===== src/rtl/uart_encoder.sv =====
// Transmit framer for the blackjack board link: snapshots the game state on a send
// request and writes a status byte plus three card bytes into the UART TX FIFO.
module uart_encoder #(
  parameter int unsigned GAP_CYCLES = 0
) (
  input  logic       clk,
  input  logic       rst_n,
  input  logic       send,
  input  logic       deal,
  input  logic       dealer_finished,
  input  logic [3:0] first_card,
  input  logic [3:0] second_card,
  input  logic [3:0] third_card,
  input  logic       tx_full,
  output logic       wr_uart,
  output logic [7:0] w_data,
  output logic       busy,
  output logic       done
);

  localparam int unsigned GapW = 8;
  localparam logic [GapW-1:0] GapLoad = GapW'(GAP_CYCLES);

  typedef enum logic [2:0] {
    IDLE,
    STATUS,
    CARD1,
    CARD2,
    CARD3,
    GAP,
    FINISH
  } state_t;

  state_t            state_q, state_d;
  state_t            ret_q, ret_d;
  logic [GapW-1:0]   gap_q, gap_d;
  logic              pend_q, pend_d;
  logic              deal_q, deal_d;
  logic              fin_q, fin_d;
  logic [2:0][3:0]   cards_q, cards_d;
  logic              wr_q, wr_d;
  logic [7:0]        data_q, data_d;
  logic              busy_q, busy_d;
  logic              done_q, done_d;

  logic [7:0]        byte_c;
  state_t            after_c;

  // Byte to send in the current byte state and where to resume after its gap.
  always_comb begin
    byte_c  = 8'h00;
    after_c = IDLE;
    case (state_q)
      STATUS: begin
        byte_c  = {2'b00, deal_q, fin_q, 4'h0};
        after_c = CARD1;
      end
      CARD1: begin
        byte_c  = {cards_q[0], 4'h1};
        after_c = CARD2;
      end
      CARD2: begin
        byte_c  = {cards_q[1], 4'h2};
        after_c = CARD3;
      end
      CARD3: begin
        byte_c  = {cards_q[2], 4'h3};
        after_c = FINISH;
      end
      default: begin
        byte_c  = 8'h00;
        after_c = IDLE;
      end
    endcase
  end

  always_comb begin
    state_d = state_q;
    ret_d   = ret_q;
    gap_d   = gap_q;
    pend_d  = pend_q;
    deal_d  = deal_q;
    fin_d   = fin_q;
    cards_d = cards_q;
    wr_d    = 1'b0;
    data_d  = data_q;

    case (state_q)
      IDLE: begin
        if (send) begin
          deal_d  = deal;
          fin_d   = dealer_finished;
          cards_d = {third_card, second_card, first_card};
          state_d = STATUS;
        end
      end
      STATUS, CARD1, CARD2, CARD3: begin
        pend_d = pend_q | send;
        if (!tx_full) begin
          wr_d    = 1'b1;
          data_d  = byte_c;
          gap_d   = GapLoad;
          ret_d   = after_c;
          state_d = GAP;
        end
      end
      GAP: begin
        pend_d = pend_q | send;
        if (gap_q == '0) begin
          state_d = ret_q;
        end else begin
          gap_d = gap_q - GapW'(1);
        end
      end
      FINISH: begin
        // A request seen during the frame (or on this edge) chains straight into the next one.
        if (pend_q || send) begin
          pend_d  = 1'b0;
          deal_d  = deal;
          fin_d   = dealer_finished;
          cards_d = {third_card, second_card, first_card};
          state_d = STATUS;
        end else begin
          state_d = IDLE;
        end
      end
      default: state_d = IDLE;
    endcase

    busy_d = (state_d != IDLE);
    done_d = (state_d == FINISH);
  end

  always_ff @(posedge clk or negedge rst_n) begin
    if (!rst_n) begin
      state_q <= IDLE;
      ret_q   <= IDLE;
      gap_q   <= '0;
      pend_q  <= 1'b0;
      deal_q  <= 1'b0;
      fin_q   <= 1'b0;
      cards_q <= '0;
      wr_q    <= 1'b0;
      data_q  <= 8'h00;
      busy_q  <= 1'b0;
      done_q  <= 1'b0;
    end else begin
      state_q <= state_d;
      ret_q   <= ret_d;
      gap_q   <= gap_d;
      pend_q  <= pend_d;
      deal_q  <= deal_d;
      fin_q   <= fin_d;
      cards_q <= cards_d;
      wr_q    <= wr_d;
      data_q  <= data_d;
      busy_q  <= busy_d;
      done_q  <= done_d;
    end
  end

  assign wr_uart = wr_q;
  assign w_data  = data_q;
  assign busy    = busy_q;
  assign done    = done_q;

endmodule


===== config.mk =====
export PLATFORM = sky130hd
export DESIGN_NAME = uart_encoder
export DESIGN_NICKNAME = d
export VERILOG_FILES = /design/src/rtl/uart_encoder.sv
export SDC_FILE = /design/constraint.sdc
export NUM_CORES = 1
export LEC_CHECK = 0
export ABC_AREA = 1
export CORE_ASPECT_RATIO = 0.75
export CORE_MARGIN = 4
export CORE_UTILIZATION = 50
export CTS_CLUSTER_SIZE = 14
export DETAILED_ROUTE_END_ITERATION = 10
export PLACE_DENSITY = 0.81
export SETUP_SLACK_MARGIN = 0.15
export SLEW_MARGIN = 10
export SYNTH_ARGS = -nofsm -noshare
export SYNTH_HDL_FRONTEND = slang
export SYNTH_SLANG_ARGS = --single-unit

===== constraint.sdc =====
create_clock -name clk -period 3.3 [get_ports clk]
set_clock_uncertainty 0.2 [all_clocks]
set_input_delay 0.66 -clock clk [delete_from_list [all_inputs] [get_ports clk]]
set_output_delay 0.66 -clock clk [all_outputs]
set_load 0.1 [all_outputs]

==> metrics <==
Row Count=18; clk root buf=clkbuf_8; worst vdd ir=552 uV; initial antenna violation count=0; clk slew on worst S/H paths=0.07 ns; hold slack=0.275 ns; cell taking the most area after synthesis=dfrtp_1; RSZ-0062 raised after global routing=false; area of the multi-input gates=738 um^2; Synth Area per Inst=7.81 um^2; post-CTS setup buffers=0; Remaining Overflow, GRT=0; drt initial violations=118; non-filler cells, final=316; R2R cell count=11; Ant. Diodes=0; first-pass GRT wire length=6290 um; most common cell in the netlist=nand2_1; Crit Path Max Fanout=18; ratio of cells with drive above 1 in the final layout=0.150; port bufs=26; vias in the first global route=1354; routability cong.=0.842; #FFs+latches synth=37; drt drc=0; Slew Viols, Final=0; capturing point of the worst reg2reg path=gap_q[5]; number of synthesized flops with an enable pin=0; Fmax=466 MHz; FF-to-FF setup slack=1.42 ns; status=finished, final reports clean; Reg area=926 um^2; final period utilization=0.650; post-synth cell types=26; commonest cells in the netlist=nand2_1, dfrtp_1, inv_1, nor2_1, nand3_1; CTS max path bufs=2; CTS Hold Buffers Added=0; final net count=284; Arrival @ worst endpoint=2.11 ns; placed cells=308; H-tree depth=2; max cap viols=0; Pre-antenna DRT Iters=4; Worst Hold Launch=cards_q[8]; Overall Power=0.00234 W; Reg2Reg Launch Point=gap_q[0]; asr flop ratio synth=1.00; crit path kind=primary input to flip-flop; I/O Pins=29; leakage power=1.16 nW; ys flop type=dfrtp_1; Via-to-Cell Ratio=4.76; Die Area=0.00471 mm^2; DR WL/cell=11.5 um; core area=0.00340 mm^2; Worst Setup End Kind=flip-flop; Warnings, synthesis=0; Synth Instances=235; Finish-stage setup viols=0; PD cells=1060 mW/mm^2; GRT Util Overall=0.177; Area Growth Syn to Fin=20.2%; Die Height=60.5 um; Detailed Place HPWL=2700 um; antenna-violating nets left=0; CTS Buf Count=5; Hold WC Path Type=flip-flop to flip-flop; Hold Crit Depth=2; Worst Hold Path EP=cards_q[8]; die width=78.0 um; Clock Latency Late Sink=0.29 ns; startpoint types=primary input; largest net degree at the start of global routing=38; WL final=3640 um; Mapped Area=0.00184 mm^2; setup TNS=0 ns; DP Worst Slack=0.849 ns; Worst Path Required=3.27 ns; Starting Density=0.540; Final min period=2.15 ns; Final WS setup=1.15 ns; Yosys top cell area share=0.504; post_cts resized=0; clk sinks=37; fill count=291; synth top area cells=dfrtp_1, nand2_1, inv_1; final hold vios=0; Seq/Total Area, Yosys=0.504; DR vias=1503; CTS tree=built
==> sequential cells by signal, indices dropped and copies added, names as in the netlist <==
name / cells
w_data: 6
busy: 1
wr_uart: 1
gap_q: 8
deal_q: 1
done: 1
ret_q: 2
fin_q: 1
cards_q: 12
pend_q: 1
state_q: 3
==> worst max-delay path, stage by stage <==
cell	delay, ns
clkdlybuf4s50_1	0.41
or2_2	0.29
nand4_1	0.12
nand2_2	0.22
inv_1	0.15
nand2_1	0.07
nor2_1	0.11
nand3_1	0.08
==> stage by stage <==
step | utilization | cell area, um^2
3_5_place_dp | 0.619 | 2100
3_3_place_gp | 0.619 | 2100
6_report | 0.649 | 2210
5_1_grt | 0.649 | 2210
4_1_cts | 0.649 | 2210
2_1_floorplan | - | 1840
==> power by group <==
group | total, W | leakage [nW] | internal (W) | switching, W
logic | 0.00123 | 0.637 | 0.000338 | 0.000893
registers | 0.000764 | 0.465 | 0.000645 | 0.000119
clock network | 0.000347 | 0.0542 | 0.000189 | 0.000158
total | 0.00234 | 1.16 | 0.00117 | 0.00117
==> final cells by class <==
class,instances,area share
clock buffer,7,0.0437
sequential,37,0.420
inverter,32,0.0567
multi-input combinational,161,0.335
timing repair buffer,28,0.115
clock inverter,1,0.00227
tap,50,0.0284
==> how the worst max path moves through the flow <==
stage,from,end,cells past startpoint
6_report,send,busy,8
5_1_grt,send,busy,8
4_1_cts,send,cards_q[11],8
3_5_place_dp,send,busy,8
3_3_place_gp,send,busy,8
2_1_floorplan,send,busy,7
==> cell usage in the layout, fill, tap and decap left out, types with 4 or more instances in the layout <==
master / instances
buf_4: 11
clkbuf_8: 7
clkdlybuf4s50_1: 17
dfrtp_1: 37
inv_1: 26
inv_2: 4
nand2_1: 80
nand2_2: 6
nand3_1: 14
nand4_1: 4
nor2_1: 24
o21ai_0: 9
o21ai_1: 4
==> cells by family after synthesis <==
family                   count (synthesis)  synth area share
AND/OR/NAND/NOR                        137             0.327
flip-flops                              37             0.504
adder cells (fa/ha/maj)                  1           0.00682
AO/OA/AOI/OAI                           21            0.0648
other                                    1           0.00204
buffers and inverters                   38            0.0954
==> per-layer routing <==
metal  vias up  part of all wire  track usage
met3         7             0.056       0.0415
met1       674              0.52        0.260
met5         -                 0            0
met4         0             0.023        0.105
met2        38              0.40        0.240
li1        784                 -            -
Power figures use the tool's default switching activity.
